--- src/rtl/calc_entry_ctrl.sv ---
// Keypad-entry sequencer: key strobes -> shift-register pulses, operand loads, ALU req/done handshake.
// Responses 1 cycle after key accept (delete 2); key_ready low 2 cycles after each key and for all of CALC.
module calc_entry_ctrl #(
  parameter int MAX_DIGITS = 6
) (
  input  logic       clk,
  input  logic       rst,
  input  logic       key_valid,
  input  logic [7:0] key_code,
  output logic       key_ready,
  output logic [7:0] sr_data,
  output logic       sr_shren,
  output logic       sr_del,
  output logic [3:0] dig_cnt,
  output logic       a_load,
  output logic       a_from_res,
  output logic       b_load,
  output logic [1:0] op,
  output logic       alu_req,
  input  logic       alu_done,
  input  logic       alu_err,
  output logic       result_show,
  output logic       err
);

  typedef enum logic [2:0] {ENTER_A, ENTER_B, CALC, RESULT, ERROR} state_t;

  localparam logic [3:0] MAX_CNT = 4'(MAX_DIGITS);

  state_t     state, state_nx;
  logic [1:0] gap, gap_nx;
  logic       del_pend, del_pend_nx;
  logic [7:0] sr_data_nx;
  logic       sr_shren_nx, sr_del_nx, a_load_nx, a_from_res_nx, b_load_nx;
  logic [3:0] dig_cnt_nx;
  logic [1:0] op_nx;
  logic       alu_req_nx, result_show_nx, err_nx;

  logic       acc, is_dig, is_op, is_eq, is_clr, dig_full;
  logic [1:0] op_code;

  assign key_ready = (gap == 2'd0) && (state != CALC);
  assign acc       = key_valid && key_ready;
  assign is_dig    = (key_code >= 8'h30) && (key_code <= 8'h39);
  assign is_eq     = (key_code == 8'h3D);
  assign is_clr    = (key_code == 8'h43);
  assign dig_full  = (dig_cnt == MAX_CNT);

  always_comb begin
    is_op   = 1'b1;
    op_code = 2'b00;
    case (key_code)
      8'h2B:   op_code = 2'b00;
      8'h2D:   op_code = 2'b01;
      8'h2A:   op_code = 2'b10;
      8'h2F:   op_code = 2'b11;
      default: is_op = 1'b0;
    endcase
  end

  always_comb begin
    state_nx       = state;
    gap_nx         = (gap != 2'd0) ? gap - 2'd1 : 2'd0;
    del_pend_nx    = 1'b0;
    sr_data_nx     = sr_data;
    sr_shren_nx    = 1'b0;
    sr_del_nx      = del_pend;
    dig_cnt_nx     = dig_cnt;
    a_load_nx      = 1'b0;
    a_from_res_nx  = 1'b0;
    b_load_nx      = 1'b0;
    op_nx          = op;
    alu_req_nx     = alu_req;
    result_show_nx = result_show;
    err_nx         = err;

    if (acc) begin
      gap_nx = 2'd2;
      // Clear is legal from every state that can accept a key.
      if (is_clr) begin
        sr_del_nx      = 1'b1;
        dig_cnt_nx     = 4'd0;
        op_nx          = 2'b00;
        err_nx         = 1'b0;
        result_show_nx = 1'b0;
        state_nx       = ENTER_A;
      end else begin
        case (state)
          ENTER_A, ENTER_B: begin
            if (is_dig) begin
              if (!dig_full) begin
                sr_data_nx  = key_code;
                sr_shren_nx = 1'b1;
                dig_cnt_nx  = dig_cnt + 4'd1;
              end
            end else if (is_op) begin
              if (state == ENTER_A && dig_cnt != 4'd0) begin
                op_nx       = op_code;
                a_load_nx   = 1'b1;
                del_pend_nx = 1'b1;
                dig_cnt_nx  = 4'd0;
                state_nx    = ENTER_B;
              end else if (state == ENTER_B && dig_cnt == 4'd0) begin
                op_nx = op_code;
              end
            end else if (is_eq && state == ENTER_B && dig_cnt != 4'd0) begin
              b_load_nx   = 1'b1;
              del_pend_nx = 1'b1;
              dig_cnt_nx  = 4'd0;
              alu_req_nx  = 1'b1;
              state_nx    = CALC;
            end
          end
          RESULT: begin
            if (is_dig) begin
              sr_data_nx     = key_code;
              sr_shren_nx    = 1'b1;
              dig_cnt_nx     = 4'd1;
              result_show_nx = 1'b0;
              state_nx       = ENTER_A;
            end else if (is_op) begin
              a_from_res_nx  = 1'b1;
              op_nx          = op_code;
              result_show_nx = 1'b0;
              state_nx       = ENTER_B;
            end
          end
          default: ;
        endcase
      end
    end

    // Error takes priority over a simultaneous done.
    if (state == CALC) begin
      if (alu_err) begin
        alu_req_nx = 1'b0;
        err_nx     = 1'b1;
        state_nx   = ERROR;
      end else if (alu_done) begin
        alu_req_nx     = 1'b0;
        result_show_nx = 1'b1;
        state_nx       = RESULT;
      end
    end
  end

  always_ff @(posedge clk or posedge rst) begin
    if (rst) begin
      state       <= ENTER_A;
      gap         <= 2'd0;
      del_pend    <= 1'b0;
      sr_data     <= 8'h00;
      sr_shren    <= 1'b0;
      sr_del      <= 1'b0;
      dig_cnt     <= 4'd0;
      a_load      <= 1'b0;
      a_from_res  <= 1'b0;
      b_load      <= 1'b0;
      op          <= 2'b00;
      alu_req     <= 1'b0;
      result_show <= 1'b0;
      err         <= 1'b0;
    end else begin
      state       <= state_nx;
      gap         <= gap_nx;
      del_pend    <= del_pend_nx;
      sr_data     <= sr_data_nx;
      sr_shren    <= sr_shren_nx;
      sr_del      <= sr_del_nx;
      dig_cnt     <= dig_cnt_nx;
      a_load      <= a_load_nx;
      a_from_res  <= a_from_res_nx;
      b_load      <= b_load_nx;
      op          <= op_nx;
      alu_req     <= alu_req_nx;
      result_show <= result_show_nx;
      err         <= err_nx;
    end
  end

endmodule

--- config.mk ---
export PLATFORM = sky130hd
export DESIGN_NAME = calc_entry_ctrl
export DESIGN_NICKNAME = d
export VERILOG_FILES = /design/src/rtl/calc_entry_ctrl.sv
export SDC_FILE = /design/constraint.sdc
export NUM_CORES = 1
export LEC_CHECK = 0
export BUFFER_PORTS_ARGS = -buffer_cell sky130_fd_sc_hd__buf_2
export CAP_MARGIN = 30
export CORE_MARGIN = 1
export CORE_UTILIZATION = 40
export DETAILED_ROUTE_END_ITERATION = 10
export PLACE_DENSITY_LB_ADDON = 0.1
export SLEW_MARGIN = 20
export SYNTH_ARGS = -nofsm -noshare
export SYNTH_HDL_FRONTEND = slang
export SYNTH_SLANG_ARGS = --single-unit
--- constraint.sdc ---
create_clock -name clk -period 4.8 [get_ports clk]
set_input_delay 0.24 -clock clk [delete_from_list [all_inputs] [get_ports clk]]
set_output_delay 0.24 -clock clk [all_outputs]
set_load 0.05 [all_outputs]
==> report_table.html <==
<table>
<tr><th>Metric</th><th>Value</th></tr>
<tr><th colspan="2">STA</th></tr>
<tr><td>Final-layout setup total negative slack</td><td>0 ns</td></tr>
<tr><td>Max-slew headroom at the worst pin</td><td>0.490</td></tr>
<tr><td>RSZ-0062 raised after global routing</td><td>no</td></tr>
<tr><td>Slew of the pin with the lowest slew margin</td><td>0.763 ns</td></tr>
<tr><td>Final hold vios</td><td>0</td></tr>
<tr><td>Final count of pins violating max slew</td><td>0</td></tr>
<tr><td>Peak clock frequency supported by timing</td><td>407 MHz</td></tr>
<tr><td>Tcrit/Tclk final</td><td>0.512</td></tr>
<tr><td>Worst hold slack</td><td>0.000891 ns</td></tr>
<tr><td>Final setup violation count</td><td>0</td></tr>
<tr><td>Min Clock Period, post-route</td><td>2.46 ns</td></tr>
<tr><td>Max Clock Skew</td><td>0.00342 ns</td></tr>
<tr><th colspan="2">Critical path</th></tr>
<tr><td>Data arrival time at the worst-slack endpoint</td><td>2.63 ns</td></tr>
<tr><td>Number of buffers and inverters on the critical path</td><td>1</td></tr>
<tr><td>Worst-path maximum fanout</td><td>6</td></tr>
<tr><td>Worst path top cell family by delay</td><td>simple AND/OR/NAND/NOR gates</td></tr>
<tr><td>Required time reported for the critical path endpoint</td><td>4.97 ns</td></tr>
<tr><td>Element type at the critical path end</td><td>flip-flop</td></tr>
<tr><td>Crit-path slowest cell</td><td>sky130_fd_sc_hd__nor3b_1</td></tr>
<tr><td>Critical path's largest stage delay</td><td>0.57 ns</td></tr>
<tr><td>Worst setup path category</td><td>flip-flop to flip-flop</td></tr>
<tr><td>Element type at the critical path start</td><td>flip-flop</td></tr>
<tr><td>Crit path cell chain</td><td>inv_1 -&gt; ha_1 -&gt; nor3b_1 -&gt; xnor2_1 -&gt; o21ai_1 -&gt; a221oi_1 -&gt; mux2_2</td></tr>
<tr><th colspan="2">Finish</th></tr>
<tr><td>Diodes inserted</td><td>0</td></tr>
<tr><td>Area of the multi-input gates</td><td>747 sq um</td></tr>
<tr><td>Share of final-layout standard cells stronger than drive strength 1</td><td>0.318</td></tr>
<tr><td>Post-route cell area</td><td>1770 sq um</td></tr>
<tr><td>Area used by sequential logic in the layout</td><td>701 sq um</td></tr>
<tr><td>FILL cells</td><td>328</td></tr>
<tr><td>Final nets</td><td>193</td></tr>
<tr><td>Growth of design area from synthesis to finish</td><td>18.7%</td></tr>
<tr><th colspan="2">Placement</th></tr>
<tr><td>Placed Instance Area</td><td>1710 sq um</td></tr>
<tr><td>RePlAce Congestion</td><td>0.887</td></tr>
<tr><td>Number of buffers inserted by port buffering</td><td>35</td></tr>
<tr><td>HPWL reported at the end of detailed placement</td><td>2.27 mm</td></tr>
<tr><th colspan="2">Floorplanning</th></tr>
<tr><td>Die Area</td><td>3970 sq um</td></tr>
<tr><td>Starting Density</td><td>0.433</td></tr>
<tr><td>I/O pins</td><td>36</td></tr>
<tr><td>Die X</td><td>63.0 um</td></tr>
<tr><td>Core area</td><td>3440 sq um</td></tr>
<tr><td>Overall die height</td><td>63.0 um</td></tr>
<tr><td>Cell row count</td><td>21</td></tr>
<tr><th colspan="2">Logic synthesis</th></tr>
<tr><td>Per-instance average area after synthesis</td><td>10.6 sq um</td></tr>
<tr><td>Distinct cells, synth</td><td>45</td></tr>
<tr><td>Number of enable-type register cells in the synthesized netlist</td><td>0</td></tr>
<tr><td>FFs w/ async S/R, synth</td><td>1.00</td></tr>
<tr><td>Top post-synthesis cells by area</td><td>sky130_fd_sc_hd__dfrtp_1 47%, sky130_fd_sc_hd__mux2_2 5.3%, sky130_fd_sc_hd__nand2_1 4.0%</td></tr>
<tr><td>Netlist area before placement</td><td>1490 sq um</td></tr>
<tr><td>Sequential element share of the synthesized area</td><td>0.470</td></tr>
<tr><td>Number of standard cells after synthesis</td><td>140</td></tr>
<tr><td>Area share of the largest cell type after synthesis</td><td>0.470</td></tr>
<tr><td>Post-synthesis sequential element count</td><td>28</td></tr>
<tr><td>Synthesized net count</td><td>156</td></tr>
<tr><td>Synth Warn #</td><td>0</td></tr>
<tr><td>Post-synth top flop</td><td>sky130_fd_sc_hd__dfrtp_1</td></tr>
<tr><td>Cell type with the highest aggregate area in the netlist</td><td>sky130_fd_sc_hd__dfrtp_1</td></tr>
<tr><th colspan="2">GRT</th></tr>
<tr><td>Pin count of the biggest net entering global routing</td><td>16</td></tr>
<tr><td>Most used routing layer</td><td>met2</td></tr>
<tr><td>Met1 track utilization from global routing</td><td>0.233</td></tr>
<tr><td>Grt total ovfl</td><td>0</td></tr>
<tr><td>Wire length of the first global-routing pass</td><td>5.15 mm</td></tr>
<tr><td>Vias in the first global route</td><td>1,085</td></tr>
<tr><td>Antenna violations before repair</td><td>0</td></tr>
<tr><td>Total global-route track usage</td><td>0.167</td></tr>
<tr><td>Global-route met2 utilization</td><td>0.249</td></tr>
<tr><td>Routing usage on met3</td><td>0.0292</td></tr>
<tr><th colspan="2">Clock tree</th></tr>
<tr><td>H-tree Lvls</td><td>1</td></tr>
<tr><td>CTS Root Cell</td><td>sky130_fd_sc_hd__clkbuf_8</td></tr>
<tr><td>Insertion delay of the later-clocked pin in the worst-skew pair</td><td>0.27 ns</td></tr>
<tr><td>Number of instances resized during post-cts repair</td><td>0</td></tr>
<tr><td>Number of buffers inserted by hold repair at cts</td><td>0</td></tr>
<tr><td>Total setup buffers inserted after CTS</td><td>0</td></tr>
<tr><td>Clock-pin transition on the worst setup and hold timing paths</td><td>0.09 ns</td></tr>
<tr><td>Buffer levels on the longest clock path</td><td>2</td></tr>
<tr><td>CTS tree</td><td>built</td></tr>
<tr><td>Clock buffers created by TritonCTS</td><td>3</td></tr>
<tr><td>CTS Sinks</td><td>28</td></tr>
<tr><th colspan="2">Detailed routing</th></tr>
<tr><td>Remaining DRCs</td><td>0</td></tr>
<tr><td>Detailed-route vias per instance</td><td>5.40</td></tr>
<tr><td>Detailed Route WL</td><td>3.00 mm</td></tr>
<tr><td>Routed length per placed instance</td><td>13.5 um</td></tr>
<tr><td>DRT antenna net count</td><td>0</td></tr>
<tr><td>Routed via count</td><td>1,198</td></tr>
<tr><td>Pre-Repair DR Iteration Count</td><td>4</td></tr>
<tr><td>Count of routing violations after the opening detailed-route iteration</td><td>37</td></tr>
<tr><th colspan="2">Worst hold path</th></tr>
<tr><td>Hold Path Class</td><td>primary input to async pin</td></tr>
<tr><th colspan="2">Power and ir drop</th></tr>
<tr><td>Lkg Pwr</td><td>0.920 nW</td></tr>
<tr><td>Post-route total power</td><td>0.000821 W</td></tr>
<tr><td>Peak supply drop</td><td>0.251 mV</td></tr>
<tr><td>Power density over cell area</td><td>464 nW/um^2</td></tr>
<tr><th colspan="2">Outcome</th></tr>
<tr><td>Result of the run</td><td>finished clean</td></tr>
<tr><th colspan="2">Run</th></tr>
<tr><td>Max Cap Viol</td><td>0</td></tr>
</table>
## power breakdown
group,switching (W),leakage [nW],internal (W)
clock network,0.0000715,0.0288,0.0000735
registers,0.0000458,0.371,0.000281
logic,0.000247,0.520,0.000102
## per-stage QoR
stage / util / cells / setup slack, ns
finish: 0.514 / 222 / 2.34
detailed placement: 0.498 / 218 / 2.36
floorplan: - / 140 / 1.85
global route: 0.514 / 222 / 2.14
CTS: 0.514 / 222 / 2.33
global placement: 0.494 / 217 / 2.43
## routing by layer
metal	vias to the layer above	wire length, um
met2	30	1360
met1	581	1460
li1	582	-
met5	-	0
met3	5	124
met4	0	55
## final cells by class
class                      instances  share of cell area
sequential                        28               0.396
inverter                           5              0.0106
clock buffer                       4              0.0311
tap                               46              0.0325
timing repair buffer              36               0.107
multi-input combinational        103               0.422
## flip-flops by register name, indices dropped and copies added (netlist names)
signal       count
a_load           1
dig_cnt          4
state            3
sr_data          8
sr_del           1
gap              2
sr_shren         1
result_show      1
del_pend         1
b_load           1
op               2
a_from_res       1
alu_req          1
err              1
## placed cells by master (no fill, tap or decap), types with 2 or more instances in the layout
cell,count
sky130_fd_sc_hd__buf_2,35
sky130_fd_sc_hd__dfrtp_1,28
sky130_fd_sc_hd__nand2_1,16
sky130_fd_sc_hd__nor2_1,9
sky130_fd_sc_hd__mux2_2,7
sky130_fd_sc_hd__o21ai_0,5
sky130_fd_sc_hd__inv_1,5
sky130_fd_sc_hd__nand2b_1,5
sky130_fd_sc_hd__clkbuf_8,4
sky130_fd_sc_hd__nand3_1,3
sky130_fd_sc_hd__nor3b_1,3
sky130_fd_sc_hd__or2_2,3
sky130_fd_sc_hd__nand4b_1,3
sky130_fd_sc_hd__a21oi_1,3
sky130_fd_sc_hd__nand3b_1,3
sky130_fd_sc_hd__nor3_1,3
sky130_fd_sc_hd__a21o_1,3
sky130_fd_sc_hd__ha_1,3
sky130_fd_sc_hd__nor4b_1,2
sky130_fd_sc_hd__o21a_1,2
sky130_fd_sc_hd__nor4_1,2
sky130_fd_sc_hd__nor4bb_1,2
sky130_fd_sc_hd__o31ai_1,2
sky130_fd_sc_hd__and2_1,2
sky130_fd_sc_hd__xnor2_1,2
sky130_fd_sc_hd__o31a_1,2
## synth_stat cells (2+ instances only)
library cell,instances
sky130_fd_sc_hd__a21o_1,3
sky130_fd_sc_hd__a21oi_1,3
sky130_fd_sc_hd__and2_1,2
sky130_fd_sc_hd__clkbuf_1,2
sky130_fd_sc_hd__dfrtp_1,28
sky130_fd_sc_hd__ha_1,3
sky130_fd_sc_hd__inv_1,5
sky130_fd_sc_hd__mux2_2,7
sky130_fd_sc_hd__nand2_1,16
sky130_fd_sc_hd__nand2b_1,5
sky130_fd_sc_hd__nand3_1,3
sky130_fd_sc_hd__nand3b_1,3
sky130_fd_sc_hd__nand4b_1,3
sky130_fd_sc_hd__nor2_1,9
sky130_fd_sc_hd__nor3_1,3
sky130_fd_sc_hd__nor3b_1,3
sky130_fd_sc_hd__nor4_1,2
sky130_fd_sc_hd__nor4b_1,2
sky130_fd_sc_hd__nor4bb_1,2
sky130_fd_sc_hd__o21a_1,2
sky130_fd_sc_hd__o21ai_0,5
sky130_fd_sc_hd__o31a_1,2
sky130_fd_sc_hd__o31ai_1,2
sky130_fd_sc_hd__or2_2,3
sky130_fd_sc_hd__xnor2_1,2
## path summary, 6_finish.rpt
check | slack (ns) | from | cells after the start | endpoint
max | 2.34 | dig_cnt[0] | 7 | op[0]
min | 0.0009 | rst | 2 | dig_cnt[3]
max reg2reg | 2.34 | dig_cnt[0] | 7 | op[0]
min reg2reg | 0.43 | del_pend | 1 | sr_del
max in group asynchronous | 4.31 | rst | 3 | gap[0]
min in group clk | 0.22 | alu_err | 3 | err
## kinds of logic (layout without fill, tap and decap cells)
group,after synthesis,in the layout,share of synthesized area
flip-flops,28,28,0.470
AND/OR/NAND/NOR,65,65,0.285
multiplexers,8,8,0.0596
adder cells (fa/ha/maj),3,3,0.0252
buffers and inverters,9,45,0.0285
AO/OA/AOI/OAI,25,25,0.120
XOR/XNOR,2,2,0.0118
No activity file was read; power rests on OpenSTA's default activity.
